### src/rtl/cpu_types_pkg.sv
// Shared CPU types: register index, controller state and the per-latch control vector.
package cpu_types_pkg;

  localparam int CNT_W = 16;

  typedef logic [4:0] regbits_t;

  typedef enum logic [1:0] {
    RUN  = 2'd0,
    PEND = 2'd1,
    HALT = 2'd2
  } state_t;

  typedef struct packed {
    logic pcEn;
    logic ifidEn;
    logic idexEn;
    logic exmemEn;
    logic memwbEn;
    logic ifidFlush;
    logic idexFlush;
    logic exmemFlush;
  } latchCtrl_t;

endpackage

### src/rtl/pipe_ctrl_if.sv
// Pipeline controller bundle: cache status, hazard operands in, latch strobes and gated requests out.
interface pipe_ctrl_if;
  import cpu_types_pkg::*;

  logic             ihit;
  logic             dhit;
  logic             exmem_dREN;
  logic             exmem_dWEN;
  logic             exmem_halt;
  logic             idex_dREN;
  regbits_t         idex_wsel;
  regbits_t         ifid_rs;
  regbits_t         ifid_rt;
  logic             branch_taken;
  logic             jump;
  logic             pc_en;
  logic             ifid_en;
  logic             idex_en;
  logic             exmem_en;
  logic             memwb_en;
  logic             ifid_flush;
  logic             idex_flush;
  logic             exmem_flush;
  logic             dREN;
  logic             dWEN;
  logic             halt;
  logic [CNT_W-1:0] stall_cnt;

  modport pc (
    input  ihit, dhit, exmem_dREN, exmem_dWEN, exmem_halt, idex_dREN,
           idex_wsel, ifid_rs, ifid_rt, branch_taken, jump,
    output pc_en, ifid_en, idex_en, exmem_en, memwb_en,
           ifid_flush, idex_flush, exmem_flush, dREN, dWEN, halt, stall_cnt
  );

  modport tb (
    output ihit, dhit, exmem_dREN, exmem_dWEN, exmem_halt, idex_dREN,
           idex_wsel, ifid_rs, ifid_rt, branch_taken, jump,
    input  pc_en, ifid_en, idex_en, exmem_en, memwb_en,
           ifid_flush, idex_flush, exmem_flush, dREN, dWEN, halt, stall_cnt
  );

endinterface

### src/rtl/pipe_ctrl_hazard_detect.sv
// Combinational hazard resolution: turns an advance cycle into per-latch enables and flushes.
module hazard_detect
  import cpu_types_pkg::*;
(
  input  logic       adv,
  input  logic       branchTaken,
  input  logic       jump,
  input  logic       idexDREN,
  input  logic       exmemHalt,
  input  regbits_t   idexWsel,
  input  regbits_t   ifidRs,
  input  regbits_t   ifidRt,
  output latchCtrl_t ctrl
);

  logic loadUse;

  assign loadUse = idexDREN && (idexWsel != '0) &&
                   ((idexWsel == ifidRs) || (idexWsel == ifidRt));

  always_comb begin
    ctrl = '0;
    if (adv) begin
      ctrl.pcEn    = 1'b1;
      ctrl.ifidEn  = 1'b1;
      ctrl.idexEn  = 1'b1;
      ctrl.exmemEn = 1'b1;
      ctrl.memwbEn = 1'b1;
      // A taken branch squashes the dependent instruction anyway, so it hides the load-use stall.
      if (branchTaken) begin
        ctrl.ifidFlush = 1'b1;
        ctrl.idexFlush = 1'b1;
      end else if (loadUse) begin
        ctrl.pcEn      = 1'b0;
        ctrl.ifidEn    = 1'b0;
        ctrl.idexFlush = 1'b1;
      end else if (jump) begin
        ctrl.ifidFlush = 1'b1;
      end
      ctrl.exmemFlush = exmemHalt;
    end
  end

endmodule

### src/rtl/pipe_ctrl.sv
// Pipeline sequencer: advances all latches together once both cache ports are satisfied,
// remembering early hits so a completed access is not reissued.
module pipe_ctrl
  import cpu_types_pkg::*;
(
  input  logic CLK,
  input  logic nRST,
  pipe_ctrl_if.pc pcif
);

  logic             ihitQ;
  logic             dhitQ;
  state_t           stateReg;
  state_t           stateNext;
  logic [CNT_W-1:0] stallCnt;
  logic             memReq;
  logic             running;
  logic             adv;
  latchCtrl_t       ctrl;

  assign memReq  = pcif.exmem_dREN | pcif.exmem_dWEN;
  assign running = (stateReg != HALT);
  assign adv     = nRST & running & (pcif.ihit | ihitQ) &
                   (~memReq | pcif.dhit | dhitQ);

  always_comb begin
    stateNext = stateReg;
    case (stateReg)
      RUN: begin
        if (adv && pcif.exmem_halt)
          stateNext = HALT;
        else if (!adv && (pcif.ihit || pcif.dhit))
          stateNext = PEND;
      end
      PEND: begin
        if (adv)
          stateNext = pcif.exmem_halt ? HALT : RUN;
      end
      HALT:    stateNext = HALT;
      default: stateNext = RUN;
    endcase
  end

  always_ff @(posedge CLK or negedge nRST) begin
    if (!nRST) begin
      ihitQ    <= 1'b0;
      dhitQ    <= 1'b0;
      stateReg <= RUN;
      stallCnt <= '0;
    end else begin
      if (adv) begin
        ihitQ <= 1'b0;
        dhitQ <= 1'b0;
      end else begin
        if (pcif.ihit) ihitQ <= 1'b1;
        if (pcif.dhit) dhitQ <= 1'b1;
      end
      stateReg <= stateNext;
      if (running && !adv && (stallCnt != {CNT_W{1'b1}}))
        stallCnt <= stallCnt + 1'b1;
    end
  end

  hazard_detect u_hazard (
    .adv         (adv),
    .branchTaken (pcif.branch_taken),
    .jump        (pcif.jump),
    .idexDREN    (pcif.idex_dREN),
    .exmemHalt   (pcif.exmem_halt),
    .idexWsel    (pcif.idex_wsel),
    .ifidRs      (pcif.ifid_rs),
    .ifidRt      (pcif.ifid_rt),
    .ctrl        (ctrl)
  );

  assign pcif.pc_en       = ctrl.pcEn;
  assign pcif.ifid_en     = ctrl.ifidEn;
  assign pcif.idex_en     = ctrl.idexEn;
  assign pcif.exmem_en    = ctrl.exmemEn;
  assign pcif.memwb_en    = ctrl.memwbEn;
  assign pcif.ifid_flush  = ctrl.ifidFlush;
  assign pcif.idex_flush  = ctrl.idexFlush;
  assign pcif.exmem_flush = ctrl.exmemFlush;

  // A latched data hit means the access already completed; keep it from going out again.
  assign pcif.dREN      = nRST & running & pcif.exmem_dREN & ~dhitQ;
  assign pcif.dWEN      = nRST & running & pcif.exmem_dWEN & ~dhitQ;
  assign pcif.halt      = nRST & ~running;
  assign pcif.stall_cnt = nRST ? stallCnt : '0;

endmodule

### src/flat_wrapper.sv
// flat-port wrapper written by rule: the top's interface ports become plain ports
module pipe_ctrl_flat import cpu_types_pkg::*;
  (CLK, nRST, pcif_ihit, pcif_dhit, pcif_exmem_dREN, pcif_exmem_dWEN, pcif_exmem_halt, pcif_idex_dREN, pcif_idex_wsel, pcif_ifid_rs, pcif_ifid_rt, pcif_branch_taken, pcif_jump, pcif_pc_en, pcif_ifid_en, pcif_idex_en, pcif_exmem_en, pcif_memwb_en, pcif_ifid_flush, pcif_idex_flush, pcif_exmem_flush, pcif_dREN, pcif_dWEN, pcif_halt, pcif_stall_cnt);
  pipe_ctrl_if pcif_i ();
  input  logic CLK;
  input  logic nRST;
  input wire logic [$bits(pcif_i.ihit)-1:0] pcif_ihit;
  input wire logic [$bits(pcif_i.dhit)-1:0] pcif_dhit;
  input wire logic [$bits(pcif_i.exmem_dREN)-1:0] pcif_exmem_dREN;
  input wire logic [$bits(pcif_i.exmem_dWEN)-1:0] pcif_exmem_dWEN;
  input wire logic [$bits(pcif_i.exmem_halt)-1:0] pcif_exmem_halt;
  input wire logic [$bits(pcif_i.idex_dREN)-1:0] pcif_idex_dREN;
  input wire logic [$bits(pcif_i.idex_wsel)-1:0] pcif_idex_wsel;
  input wire logic [$bits(pcif_i.ifid_rs)-1:0] pcif_ifid_rs;
  input wire logic [$bits(pcif_i.ifid_rt)-1:0] pcif_ifid_rt;
  input wire logic [$bits(pcif_i.branch_taken)-1:0] pcif_branch_taken;
  input wire logic [$bits(pcif_i.jump)-1:0] pcif_jump;
  output wire logic [$bits(pcif_i.pc_en)-1:0] pcif_pc_en;
  output wire logic [$bits(pcif_i.ifid_en)-1:0] pcif_ifid_en;
  output wire logic [$bits(pcif_i.idex_en)-1:0] pcif_idex_en;
  output wire logic [$bits(pcif_i.exmem_en)-1:0] pcif_exmem_en;
  output wire logic [$bits(pcif_i.memwb_en)-1:0] pcif_memwb_en;
  output wire logic [$bits(pcif_i.ifid_flush)-1:0] pcif_ifid_flush;
  output wire logic [$bits(pcif_i.idex_flush)-1:0] pcif_idex_flush;
  output wire logic [$bits(pcif_i.exmem_flush)-1:0] pcif_exmem_flush;
  output wire logic [$bits(pcif_i.dREN)-1:0] pcif_dREN;
  output wire logic [$bits(pcif_i.dWEN)-1:0] pcif_dWEN;
  output wire logic [$bits(pcif_i.halt)-1:0] pcif_halt;
  output wire logic [$bits(pcif_i.stall_cnt)-1:0] pcif_stall_cnt;
  assign pcif_i.ihit = pcif_ihit;
  assign pcif_i.dhit = pcif_dhit;
  assign pcif_i.exmem_dREN = pcif_exmem_dREN;
  assign pcif_i.exmem_dWEN = pcif_exmem_dWEN;
  assign pcif_i.exmem_halt = pcif_exmem_halt;
  assign pcif_i.idex_dREN = pcif_idex_dREN;
  assign pcif_i.idex_wsel = pcif_idex_wsel;
  assign pcif_i.ifid_rs = pcif_ifid_rs;
  assign pcif_i.ifid_rt = pcif_ifid_rt;
  assign pcif_i.branch_taken = pcif_branch_taken;
  assign pcif_i.jump = pcif_jump;
  assign pcif_pc_en = pcif_i.pc_en;
  assign pcif_ifid_en = pcif_i.ifid_en;
  assign pcif_idex_en = pcif_i.idex_en;
  assign pcif_exmem_en = pcif_i.exmem_en;
  assign pcif_memwb_en = pcif_i.memwb_en;
  assign pcif_ifid_flush = pcif_i.ifid_flush;
  assign pcif_idex_flush = pcif_i.idex_flush;
  assign pcif_exmem_flush = pcif_i.exmem_flush;
  assign pcif_dREN = pcif_i.dREN;
  assign pcif_dWEN = pcif_i.dWEN;
  assign pcif_halt = pcif_i.halt;
  assign pcif_stall_cnt = pcif_i.stall_cnt;
  pipe_ctrl u_core (.CLK(CLK), .nRST(nRST), .pcif(pcif_i));
endmodule
### config.mk
export PLATFORM = sky130hd
export DESIGN_NAME = pipe_ctrl_flat
export DESIGN_NICKNAME = d
export VERILOG_FILES = /design/src/rtl/cpu_types_pkg.sv /design/src/rtl/pipe_ctrl_if.sv /design/src/rtl/pipe_ctrl_hazard_detect.sv /design/src/rtl/pipe_ctrl.sv /design/src/flat_wrapper.sv
export SDC_FILE = /design/constraint.sdc
export NUM_CORES = 1
export LEC_CHECK = 0
export CAP_MARGIN = 0
export CORE_ASPECT_RATIO = 1.4
export CORE_UTILIZATION = 40
export DETAILED_ROUTE_END_ITERATION = 10
export GPL_TIMING_DRIVEN = 0
export HOLD_SLACK_MARGIN = 0.12
export PLACE_DENSITY_LB_ADDON = 0.2
export SLEW_MARGIN = 40
export SYNTH_ARGS = -nofsm -noshare
export SYNTH_HDL_FRONTEND = slang
export SYNTH_SLANG_ARGS = --single-unit
### constraint.sdc
create_clock -name CLK -period 2.15 [get_ports CLK]
set_clock_uncertainty 0.15 [all_clocks]
set_input_delay 0.215 -clock CLK [delete_from_list [all_inputs] [get_ports CLK]]
set_output_delay 0.215 -clock CLK [all_outputs]
set_load 0.1 [all_outputs]
==> results.toml <==
[run_status]
outcome = "complete, no violations"

[floorplan]
row_count = 23
initial_core_util = 0.432
die_area_sq_um = 3400
die_h_um = 68.6
core_sq_um = 2940
ios = 52
die_width_um = 49.6

[cts]
cts_tree = "built"
numCtsBuffers = 3
htreeDepth = 1
clkLatencyLatePin_ps = 250
cts_sinks = 20
clockBufferDepth = 2
cts_root_buffer = "clkbuf_8"
clk_pin_slew_worst_paths_ps = 60

[critical_path]
worstSetupPathType = "in -> out"
endpoint_kind = "output pin"
critPathTopFamily = "simple AND/OR/NAND/NOR gates"
cp_slowest_cell = "or4_4"
r2r_slack_ps = 160
cp-start-kind = "input pin"
cp.required_ps = 1780
critPathLaunch = "pcif_idex_wsel[0]"
cp.arrival_ps = 1760
crit_chain = "clkdlybuf4s15_1 > or4_4 > o21ai_4 > a21oi_4 > a21boi_4 > buf_12 > buf_16"
r2r_cells = 5
path_buf_inv = 3
crit_fanout = 3
rr_startpoint = "u_core.stallCnt[0]$_DFFE_PN0P_"
rr_endpoint = "u_core.stallCnt[1]$_DFFE_PN0P_"
critPathMaxStageDelay_ps = 580

[layout]
antenna_cells = 0
fillers = 246
synthToLayoutAreaGrowth_pct = 52.6
regArea_sq_um = 500
utilization = 0.659
nNetsFinal = 213
fin_cells = 222
fin_area_sq_um = 1940
multi_input_area_sq_um = 805
drive_above_1_share = 0.303

[synth]
synthCells = 126
ys_seq_area_frac = 0.394
synth.ff_latch_count = 20
synthArstFlopShare = 1.00
synth_flop_cell = "dfrtp_1"
synth_edf_count = 0
synth_nets = 152
synth_warnings = 0
avgSynthCellArea_sq_um = 10.1
synth_area_leader_cell = "dfrtp_1"
synthTopCellsByCount = "dfrtp_1 (20), and2_1 (17), xnor2_1 (17)"
netlist_area_sq_um = 1270
synth.distinct_cells = 31
synth_top_area_share = 0.394
synth_area_leaders = "dfrtp_1 (39%), xnor2_1 (12%), and2_1 (8.4%), xor2_1 (5.5%), nor4_4 (3.4%)"
synth_most_common_cell = "dfrtp_1"

[route]
dr_wl_met3_um = 190
routed-wl-met2_mm = 1.64
dr.max_layer_used = "met4"
drt_iter0_markers = 9
ant_nets = 0
vias = 1151
first_pass_iters = 4
drc = 0
via_per_inst = 5.18
wl_per_cell_um = 13.6
m1WireLength_mm = 1.15
wirelength_mm = 3.02

[power]
leakagePower_nw = 0.877
vdd_ir_drop_max_v = 0.000991
finalPower_mw = 2.03
pwr_density_cell_nw_per_um2 = 1050

[timing]
rsz0062_at_grt = "yes"
period_share = 0.990
slew_headroom = 0.675
worst_slew_pin_slew_ps = 490
whs_ps = 302
setup_slack_ps = 21.7
setup_violations = 0
max_freq_mhz = 470
timing.setup.tns_ps = 0
min_period_ps = 2130
finalMaxSlewViolations = 0
final-hold-violation-count = 0

[grt]
grt_pass1_vias = 1159
grt_usage = 0.186
antenna_found_initial = 0
grt_max_degree = 21
grt_pass1_wl_mm = 4.89
overflow = 0

[place]
postPlaceCellArea_sq_um = 1740
port_buffers = 51
gp_congestion = 0.755
hpwl_mm = 2.19
dpl.cell_count = 214
pre_cts_slack_ps = -529

[hold_path]
worstHoldPathType = "in -> reg"
hold_end = "u_core.dhitQ$_DFFE_PN0P_"
holdPathStages = 3
worstHoldStart = "nRST"

[job]
drv_cap = 0
layout make-up:
class / instances / share of cell area
multi-input combinational: 100 / 0.416
tap: 37 / 0.0239
buffer: 4 / 0.0200
sequential: 20 / 0.259
inverter: 2 / 0.00582
clock buffer: 3 / 0.0213
timing repair buffer: 56 / 0.255
how the worst max path moves through the flow:
stage | end | slack, ps | cells after the start
6_report | pcif_pc_en | 20 | 7
3_5_place_dp | pcif_pc_en | -530 | 7
5_1_grt | pcif_ifid_flush | -60 | 7
3_3_place_gp | pcif_ifid_flush | -1850 | 6
2_1_floorplan | pcif_pc_en | -750 | 5
4_1_cts | pcif_pc_en | 8 | 7
flip-flops by register name, indices dropped and copies added, names as in the netlist:
| register | count |
|---|---|
| u_core.stateReg | 2 |
| u_core.dhitQ | 1 |
| u_core.ihitQ | 1 |
| u_core.stallCnt | 16 |
where the power goes:
group          switching (mW)  internal [mW]  leakage (nW)  total [mW]
combinational           0.820          0.358         0.600        1.18
clock                   0.109          0.124        0.0216       0.234
sequential              0.136          0.480         0.256       0.616
total                    1.07          0.962         0.877        2.03
layer usage:
layer,vias up,GRT usage
met1,549,0.190
met5,-,0
li1,555,-
met4,0,0.0643
met2,42,0.382
met3,5,0.0263
logic make-up after synthesis:
kind of cell	count (synthesis)	share of synthesized area
mux	1	0.00888
flops	20	0.394
xor+xnor	25	0.173
compound gates	11	0.0730
simple gates	62	0.315
fa+ha+maj	1	0.00986
buf+inv	6	0.0266
worst register-to-register path, stage by stage, from the launching register on:
cell and delay [ps]:
dfrtp_1 430, ha_1 240, nand4_2 190, nor4_4 410, nor3_2 130, mux2_1 330
what timing repair did:
item                                   4_1_cts  5_1_grt
endpoints found under the hold margin       20       20
hold buffers                                 1        1
pin swaps                                    4        7
gates resized for setup                     22       18
setup endpoints to repair                    8        6
buffers inserted                             2        1
cell usage in the layout, fill, tap and decap left out, types with 2 or more instances in the layout:
cell	instances
nor4_4	2
nand3_1	8
o21ai_0	2
and3_1	2
dlygate4sd2_1	2
dfrtp_1	20
buf_6	2
buf_2	20
clkbuf_8	3
nor3_1	5
o21a_1	2
nor2_1	4
nand2_1	7
buf_4	8
nor3b_2	2
dlymetal6s2s_1	5
xor2_1	8
buf_12	3
clkdlybuf4s15_1	2
clkdlybuf4s50_1	14
xnor2_1	17
and2_1	17
a21oi_4	2
nand4_1	6
(Power assumes the default switching activity.)
